`config.mk`:
```
export PLATFORM = sky130hd
export DESIGN_NAME = bwn_acc_ctrl
export DESIGN_NICKNAME = d
export VERILOG_FILES = /design/src/rtl/bwn_ctrl_pkg.sv /design/src/rtl/bwn_mod_cnt.sv /design/src/rtl/bwn_acc_ctrl.sv
export SDC_FILE = /design/constraint.sdc
export NUM_CORES = 1
export LEC_CHECK = 0
export ABC_AREA = 1
export ABC_CLOCK_PERIOD_IN_PS = 4200
export CAP_MARGIN = 15
export CORE_MARGIN = 5
export CORE_UTILIZATION = 53
export CTS_CLUSTER_SIZE = 24
export DETAILED_ROUTE_END_ITERATION = 8
export PLACE_DENSITY = 0.95
export SLEW_MARGIN = 5
export SYNTH_ARGS = -nofsm -noshare
export SYNTH_HDL_FRONTEND = slang
export SYNTH_SLANG_ARGS = --single-unit
```
`constraint.sdc`:
```
create_clock -name iCLK -period 4.2 [get_ports iCLK]
set_clock_uncertainty 0.2 [all_clocks]
set_input_delay 0.63 -clock iCLK [delete_from_list [all_inputs] [get_ports iCLK]]
set_output_delay 0.63 -clock iCLK [all_outputs]
set_load 0.005 [all_outputs]
```
`src/rtl/bwn_ctrl_pkg.sv`:
```
// bwn_ctrl_pkg: shared types and defaults for the BWN accumulator controller.
//   state_t   - controller state encoding (IDLE, CLEAR, ACCUM, HOLD, FIN)
//   N_ACC_DEF - default accumulate steps (taps) per output value
//   N_OUT_DEF - default output values per layer pass
package bwn_ctrl_pkg;

  typedef enum logic [2:0] {
    S_IDLE,
    S_CLEAR,
    S_ACCUM,
    S_HOLD,
    S_FIN
  } state_t;

  localparam int unsigned N_ACC_DEF = 9;
  localparam int unsigned N_OUT_DEF = 16;

endpackage

```
`src/rtl/bwn_mod_cnt.sv`:
```
// bwn_mod_cnt: modulo-N counter with synchronous clear, increment and wrap flag.
//   clk   - clock, rising edge
//   rst_n - synchronous active-low reset (count -> 0)
//   clr   - synchronous clear, wins over inc
//   inc   - advance by one; wraps to 0 after N-1
//   cnt   - current count, CW bits
//   last  - high while cnt equals N-1
module bwn_mod_cnt #(
  parameter int unsigned N  = 9,
  parameter int unsigned CW = 8
) (
  input  logic          clk,
  input  logic          rst_n,
  input  logic          clr,
  input  logic          inc,
  output logic [CW-1:0] cnt,
  output logic          last
);

  localparam logic [CW-1:0] LIM = CW'(N - 1);

  assign last = (cnt == LIM);

  always_ff @(posedge clk) begin
    if (!rst_n) begin
      cnt <= '0;
    end else if (clr) begin
      cnt <= '0;
    end else if (inc) begin
      cnt <= last ? '0 : cnt + 1'b1;
    end
  end

endmodule

```
`src/rtl/bwn_acc_ctrl.sv`:
```
// bwn_acc_ctrl: sequencing controller for a binary-weight accumulator.
// A pass (started by iGO) produces N_OUT results, each built from N_ACC
// accepted operands, with a valid/ready handshake on both sides.
//   iCLK, iRST_N      - clock and synchronous active-low reset
//   iGO, iABORT       - start a pass / cancel a pass (abort has top priority)
//   iVALID, oREADY    - upstream operand handshake
//   oCLR, oEN         - accumulator clear and load enable
//   oTAP, oOUT        - tap (weight-bit select) and output indices
//   oVALID, iREADY    - downstream result handshake
//   oDONE, oBUSY      - end-of-pass pulse, not-idle flag
//   oSTALL_CNT        - stall cycle counter, present only with BWN_ACC_PERF_EN
module bwn_acc_ctrl
  import bwn_ctrl_pkg::*;
#(
  parameter int unsigned N_ACC = N_ACC_DEF,
  parameter int unsigned N_OUT = N_OUT_DEF,
  parameter int unsigned CW    = 8
) (
  input  logic          iCLK,
  input  logic          iRST_N,
  input  logic          iGO,
  input  logic          iABORT,
  input  logic          iVALID,
  output logic          oREADY,
  output logic          oCLR,
  output logic          oEN,
  output logic [CW-1:0] oTAP,
  output logic [CW-1:0] oOUT,
  output logic          oVALID,
  input  logic          iREADY,
  output logic          oDONE,
  output logic          oBUSY
`ifdef BWN_ACC_PERF_EN
  ,
  output logic [15:0]   oSTALL_CNT
`endif
);

  state_t state, state_n;
  logic   tap_last, out_last;
  logic   tap_clr, out_clr, out_inc;

  always_ff @(posedge iCLK) begin
    if (!iRST_N) begin
      state <= S_IDLE;
    end else begin
      state <= state_n;
    end
  end

  always_comb begin
    state_n = state;
    case (state)
      S_IDLE:  if (iGO) state_n = S_CLEAR;
      S_CLEAR: state_n = S_ACCUM;
      S_ACCUM: if (iVALID && tap_last) state_n = S_HOLD;
      S_HOLD:  if (iREADY) state_n = out_last ? S_FIN : S_CLEAR;
      S_FIN:   state_n = S_IDLE;
      default: state_n = S_IDLE;
    endcase
    if (iABORT) state_n = S_IDLE;
  end

  // Strobes are masked during the reset cycle so a mid-pass reset never
  // clears or loads the accumulator; ready is masked on abort so that
  // oEN stays exactly iVALID & oREADY.
  always_comb begin
    oREADY = iRST_N && !iABORT && (state == S_ACCUM);
    oEN    = oREADY && iVALID;
    oCLR   = iRST_N && (iABORT || (state == S_CLEAR));
    oDONE  = iRST_N && !iABORT && (state == S_FIN);
    oVALID = (state == S_HOLD);
    oBUSY  = (state != S_IDLE);
  end

  assign tap_clr = iABORT || (state == S_CLEAR);
  assign out_clr = iABORT || (state == S_FIN);
  // The output index stays at N_OUT-1 through FIN and is cleared there.
  assign out_inc = (state == S_HOLD) && iREADY && !out_last;

  bwn_mod_cnt #(.N(N_ACC), .CW(CW)) u_tap_cnt (
    .clk   (iCLK),
    .rst_n (iRST_N),
    .clr   (tap_clr),
    .inc   (oEN),
    .cnt   (oTAP),
    .last  (tap_last)
  );

  bwn_mod_cnt #(.N(N_OUT), .CW(CW)) u_out_cnt (
    .clk   (iCLK),
    .rst_n (iRST_N),
    .clr   (out_clr),
    .inc   (out_inc),
    .cnt   (oOUT),
    .last  (out_last)
  );

`ifdef BWN_ACC_PERF_EN
  always_ff @(posedge iCLK) begin
    if (!iRST_N) begin
      oSTALL_CNT <= '0;
    end else if ((state == S_IDLE) && iGO && !iABORT) begin
      oSTALL_CNT <= '0;
    end else if ((((state == S_ACCUM) && !iVALID) || ((state == S_HOLD) && !iREADY))
                 && (oSTALL_CNT != '1)) begin
      oSTALL_CNT <= oSTALL_CNT + 16'd1;
    end
  end
`endif

endmodule

```
# After elaboration in Yosys (flattened, before gate mapping)
# Index checks and enable logic that the tools add are counted.
dict set report word_totals {
  word_cells 40
  regBits 19
}
dict set report classes {
  muxes 7
  bitwise_logic 1
  eq_ne 9
  reduce_logical 18
  add_sub_neg 2
}
# operator count
set ops {}
lappend ops {{adder 8 x 1 -> 8 bit, second input constant} 2}
lappend ops {{equality test 8 x 4 -> 1 bit, second input constant} 2}
lappend ops {{two-way mux 8 bit} 2}
lappend ops {{two-way mux 3 bit} 4}
lappend ops {{case mux 3 bit (4 select lines)} 1}
lappend ops {{logical AND 1 bit} 8}
lappend ops {{equality test 3 x 2 -> 1 bit, second input constant} 2}
lappend ops {{OR reduction 2 bit} 3}
lappend ops {{inequality test 2 bit, second input constant} 2}
lappend ops {{equality test 3 x 1 -> 1 bit, second input constant} 1}
lappend ops {{equality test 3 bit, second input constant} 1}
lappend ops {{zero test 3 bit} 1}
lappend ops {{AND reduction 3 bit} 1}
lappend ops {{nonzero test 3 bit} 1}
lappend ops {{zero test 1 bit} 2}
lappend ops {{logical OR 1 bit} 2}
lappend ops {{inequality test 2 x 1 -> 1 bit, second input constant} 1}
lappend ops {{inverter 1 bit} 1}

# Depth between registers and ports, before layout
dict set report logic_depth {
  word_depth 4
  depth_mapped 9
}

# Cells and area by module
# Synthesis repeated with hierarchy kept, for this count alone.
dict set report hier_totals {
  cells_unflattened 169
  hier_area_um2 1141.1
}
# mod cells_per_inst area_each_um2 seq_area_each_um2 instances
set by_module_without_submodules {}
lappend by_module_without_submodules {{bwn_mod_cnt (u_out_cnt)} 64 440.4 160.2 1}
lappend by_module_without_submodules {{bwn_mod_cnt (u_tap_cnt)} 61 430.4 160.2 1}
lappend by_module_without_submodules {bwn_acc_ctrl 44 270.3 60.1 1}

# Least setup slack after synthesis
# No wires, ideal clock.
dict set report synth_path {
  path_kind {input port to output port}
  startpoint {input iRST_N}
  endpoint {output oEN}
  stages 5
  arrival_time_ns 1.207
  required_ns 3.370
  path_slack_ns 2.163
  path_cell_list {inv_1 nor2_4 inv_2 nor3_4 buf_6}
}
dict set report synth_between {
  elab_chain_len 3
}
# element line_no
set synth_rtl {}
lappend synth_rtl {{start, declared} bwn_acc_ctrl.sv:20} ;# input logic iRST_N,
lappend synth_rtl {{logical AND 1 bit (2 in series)} bwn_acc_ctrl.sv:68} ;# oREADY = iRST_N && !iABORT && (state == S_ACCUM);
lappend synth_rtl {{logical AND 1 bit} bwn_acc_ctrl.sv:69} ;# oEN = oREADY && iVALID;
lappend synth_rtl {{end, declared} bwn_acc_ctrl.sv:26} ;# output logic oEN,
# Every way passes these cells.

# Worst setup path after layout
# Same ends and word-level chain as after synthesis.

==> out/metrics.yaml <==
vias: 1260
path_cells: "clkdlybuf4s50_1, inv_1, nor2_4, inv_2, nor3_4, buf_4, clkdlybuf4s50_1"
drive_gt1_share_pct: 8.333
dr.pass1.iters: 4
post-dp-hpwl_um: 2119
cp_top_family: "buffers and inverters"
met1_length_um: 1273
hold_buffers: 0
synth_nets: 194
seqPwrFrac_pct: 60.0
arrival_ns: 2.24
die_h_um: 57.73
fin_setup_tns_ns: 0
first_global_vias: 1096
io_pins: 28
dr_wl_met3_um: 116
cp_slowest_cell: "clkdlybuf4s50_1"
grt_max_degree: 14
hold_slack_ns: 0.3103
detail-route-antenna-nets: 0
cp_max_fo: 13
synth-edff-count: 0
worstHoldPathType: "reg -> reg"
synthFlopType: "dfxtp_1"
cts_buffers: 3
cpPeakStageDelay_ns: 0.54
synth_seq_cells: 19
syn_to_final_growth_pct: 27.25
path_buf_inv: 5
clkTransAtPathRegs_ns: 0.11
switching_share_pct: 24.63
layout_commonest_cell: "nand2_1"
p_sw_mw: 0.07526
nNetsFinal: 226
path_class: "in -> out"
crit_top_cell: "clkdlybuf4s50_1"
viasPerCell: 5.164
utilization_pct: 70.13
clkLatencyLatePin_ns: 0.30
grt_usage_pct: 17.28
regArea_sq_um: 380.4
die_w_um: 57.73
antenna_found_initial: 0
slew_headroom_pct: 81.09
multi_input_area_sq_um: 684.4
cp-start-kind: "input port"
outcome: "finished clean"
crit_path_end_kind: "primary output"
dr.max_layer_used: "met4"
timing.fmax_mhz: 325.5
cts_resized: 0
syn_area_sq_mm: 0.001207
p_comb_share_pct: 9.7
yosysWarnings: 0
drc: 0
p_clk_share_pct: 30.4
n_antenna_cell: 0
rsz0062_at_grt: "false"
cts_sinks: 19
final_cell_mix: "nand2_1, inv_1, clkdlybuf4s50_1, nor2_1"
tightest_slew_ns: 0.2825
grt_pass1_wl_um: 4685
finalHoldViolations: 0
setup_viol: 0
yosysSeqAreaShare_pct: 31.50
dieArea_sq_mm: 0.003333
cts_setup_buffers: 0
fin_crit_sh_pct: 73.14
syn_inst: 185
maxCapViolations: 0
powerDensity_mw_per_mm2: 198.9
met2_length_um: 1248
core_area_sq_mm: 0.002191
grt_overflow_total: 0
cts_root_buf: "clkbuf_4"
cts_tree: "yes"
ys_async_sr_fraction_pct: 0
detail_route.wl_per_cell_um: 11.09
p_leak_nw: 0.6093
slew_violations: 0
irDropWorstVdd_uv: 180.3
drtIter0Drc: 56
clock_tree.buffer_depth: 2
placementRows: 17
n_fill_cell: 187
port-buffer-count: 27
avgSynthCellArea_sq_um: 6.527
gp_congestion: 0.8704
start_util_pct: 55.11
finalWirelength_um: 2706
synth_cell_types: 23
worstPathRequired_ns: 3.37
htreeDepth: 1
internal-power_mw: 0.2303
fin_crit_ns: 3.072
==> worst register-to-register path: cells and delay by family, from the launching register on <==
kind | cells | cell delay [ns]
simple gates | 7 | 0.78
flops | 1 | 0.37
buf+inv | 1 | 0.12
fa+ha+maj | 1 | 0.15
==> Yosys cell counts (3+ instances only) <==
library cell	number	area, sq um
a21oi_1	13	65.06
dfxtp_1	19	380.4
ha_1	3	37.54
inv_1	31	116.4
inv_2	4	15.01
nand2_1	43	161.4
nand3_1	19	95.09
nand4_1	7	43.79
nor2_1	21	78.83
nor2_4	3	33.78
nor3_1	3	15.01
o21ai_0	6	30.03
o21bai_1	3	22.52
==> cells by family after synthesis <==
kind of cell    share of synthesized area, %
compound gates                         10.47
xor+xnor                              0.7255
fa+ha+maj                              3.109
buf+inv                                11.81
flops                                  31.50
simple gates                           42.38
==> area by class of cell <==
type,count,area share (%)
well taps,28,2.280
repair buffers,28,18.08
inverters,35,8.551
multi-input cells,130,44.54
clock buffers,3,1.466
clock inverters,1,0.3257
flip-flops and latches,19,24.76
==> power by group through the flow <==
stage,Combinational (mW),Sequential [mW],Clock [mW]
finish,0.0296,0.183,0.0928
global route,0.0326,0.184,0.102
CTS,0.0297,0.183,0.0953
detailed placement,0.0296,0.187,0
global placement,0.0285,0.187,0
floorplan,0.0171,0.187,0
==> layer usage <==
metal,vias up,track usage [%]
met1,569,22.78
met4,0,8.609
met3,6,2.227
li1,654,-
met5,-,0
met2,31,27.58
==> per-stage QoR <==
stage	cell area, sq um	power, mW	cells	setup slack (ns)
after floorplan	1207	0.2040	185	2.163
after global placement	1509	0.2158	240	1.177
after detailed placement	1509	0.2169	240	1.142
after CTS	1536	0.3082	244	1.127
after global routing	1536	0.3186	244	1.052
final	1536	0.3056	244	1.128
==> final timing paths <==
| kind | endpoint | cells past startpoint | start | slack (ns) |
|---|---|---|---|---|
| max reg2reg | state[0] | 9 | u_tap_cnt.cnt[0] | 2.50 |
| max | oEN | 7 | iRST_N | 1.13 |
| min reg2reg | u_out_cnt.cnt[7] | 2 | u_out_cnt.cnt[7] | 0.31 |
| min | u_out_cnt.cnt[7] | 2 | u_out_cnt.cnt[7] | 0.31 |
==> sequential cells by signal, summed over array words and instances, names as in the netlist <==
name,count
u_tap_cnt.cnt,8
u_out_cnt.cnt,8
state,3
(Power assumes the default switching activity.)
==> variant: new RTL, same settings <==
`CW` is set to 8 in 2 places; all go to 9.
--- a/src/rtl/bwn_mod_cnt.sv
+++ b/src/rtl/bwn_mod_cnt.sv
@@ -9,3 +9,3 @@
   parameter int unsigned N  = 9,
-  parameter int unsigned CW = 8
+  parameter int unsigned CW = 9
 ) (
--- a/src/rtl/bwn_acc_ctrl.sv
+++ b/src/rtl/bwn_acc_ctrl.sv
@@ -16,3 +16,3 @@
   parameter int unsigned N_OUT = N_OUT_DEF,
-  parameter int unsigned CW    = 8
+  parameter int unsigned CW    = 9
 ) (
Ports: changed (resized oOUT and oTAP); port bits go from 28 to 30. The function was not compared with the original's and may differ.
==> variant against the original RTL <==
Sequential share of layout area rose by 1.1 points; total power rose by 11%; sequential cell count rose by 2; wire length rose by 6.5%; global-route usage rose by 1.2 points; area after synthesis rose by 6.5%; design area rose by 5.9%; utilization rose by 2.1 points; worst setup slack got worse by 0.076 ns; largest cell class unchanged; sequential power rose by 10%.
==> variant: results (changes against the original RTL) <==
* Wire length per cell at 11.3 um (was 11.1 um)
* # nets final at 237 (was 226)
* Share of layout cells above drive strength 1 at 11.0% (was 8.33%)
* Most frequent cells after synthesis: nand2_1, inv_1, nor2_1, dfxtp_1 (was nand2_1, inv_1, nor2_1, dfxtp_1, nand3_1)
* Pre-CTS setup slack at 1.03 ns (was 1.14 ns)
* Number of CTS-inserted buffers at 3 (unchanged)
* Clock-pin slew on the worst setup and hold paths at 0.12 ns
* Max-slew violation count at 0 (unchanged)
* First-pass GRT wire length at 5.06 mm (was 4.69 mm)
* Netlist cell types at 27 (was 23)
* Max rail drop VDD at 172 uV (was 180 uV)
* Fillers at 197 (was 187)
* Status: completed (unchanged)
* Tightest Pin Transition at 0.357 ns (was 0.283 ns)
* First-pass DRT Iterations at 4 (unchanged)
* HP Class: register to register (unchanged)
* Gr usage total at 18.5% (was 17.3%)
* DP HPWL at 2.27 mm (was 2.12 mm)
* Port Buf Inserts at 29 (was 27)
* Largest net degree at the start of global routing at 13 (was 14)
* Mapped Nets at 204 (was 194)
* Sequential area share after synthesis at 32.7% (was 31.5%)
* Largest registers: u_out_cnt.cnt x9, u_tap_cnt.cnt x9, state x3 (was u_out_cnt.cnt x8, u_tap_cnt.cnt x8, state x3)
* Syn. warnings at 0 (unchanged)
* Detailed Route Iter0 Violations at 51 (was 56)
* Clock latency on the worst-skew pair at 0.32 ns (was 0.30 ns)
* Leakage power at 0.000597 uW (was 0.000609 uW)
* Fraction of registers with async set/reset at 0% (unchanged)
* Max FO, Critical Path at 8 (was 13)
* Placer Congestion at 0.873 (was 0.870)
* Vias after detailed routing at 1300 (was 1260)
* Top cells by area, synth: dfxtp_1, nand2_1, inv_1, nor2_1, a21oi_1 (was dfxtp_1, nand2_1, inv_1, nand3_1, nor2_1)
* CTS Buffer Depth at 2 (unchanged)
-- variant: cell types whose count changed in the layout (fill, tap and decap cells not counted), moves of 5 or more --
cell,delta
nand3_1,-7
inv_1,-6
o21ai_0,-6
nand2_1,+5
nand2_2,+5
nor3_1,+5
-- variant: worst paths after layout --
kind	end	start	slack, ns	depth (start not counted)
max	oEN	iABORT	1.05	5
max reg2reg	u_out_cnt.cnt[4]	u_out_cnt.cnt[0]	2.34	9
min	u_tap_cnt.cnt[7]	u_tap_cnt.cnt[7]	0.31	2
min reg2reg	u_tap_cnt.cnt[7]	u_tap_cnt.cnt[7]	0.31	2
-- variant: layout make-up --
cell class | instances | area share (%)
inverters | 30 | 6.92
multi-input cells | 143 | 45.6
repair buffers | 29 | 17.8
clock buffers | 3 | 1.38
clock inverters | 1 | 0.307
well taps | 28 | 2.15
flip-flops and latches | 21 | 25.8
-- variant: stage by stage --
stage          total power [uW]  util, %  hold slack [ns]  std cells  cell area (sq um)
6_report                    338     72.2            0.309        255               1630
2_1_floorplan               226        -            0.287        195               1290
4_1_cts                     341     72.2            0.311        255               1630
3_5_place_dp                240     71.0            0.292        251               1600
3_3_place_gp                239     71.0            0.287        251               1600
5_1_grt                     355     72.2            0.336        255               1630
-- variant: per-layer routing --
metal | GRT usage [%] | up-vias | share of wire (%)
li1 | - | 690 | -
met1 | 22.7 | 575 | 46
met2 | 30.9 | 30 | 47
met3 | 3.92 | 5 | 6.5
met4 | 7.77 | 0 | 1.3
met5 | 0 | - | 0
-- variant: cells by family after synthesis --
group	synth area share, %
buffers and inverters	9.63
DFF	32.7
AOI/OAI and AO/OA	9.44
xor gates and xnor gates	0.681
adders and majority gates	2.92
and+or+nand+nor	44.7
-- variant: critical path: stages --
cell and delay, ns:
clkdlybuf4s50_1 0.43, inv_1 0.09, nand2_1 0.20, nor3_4 0.40, clkdlybuf4s50_1 0.57
-- variant: power by group --
group	internal [uW]	switching, uW	leakage (uW)
clock network	35.7	66.7	0.0000177
registers	200	1.89	0.000169
logic	14.3	19.0	0.000410
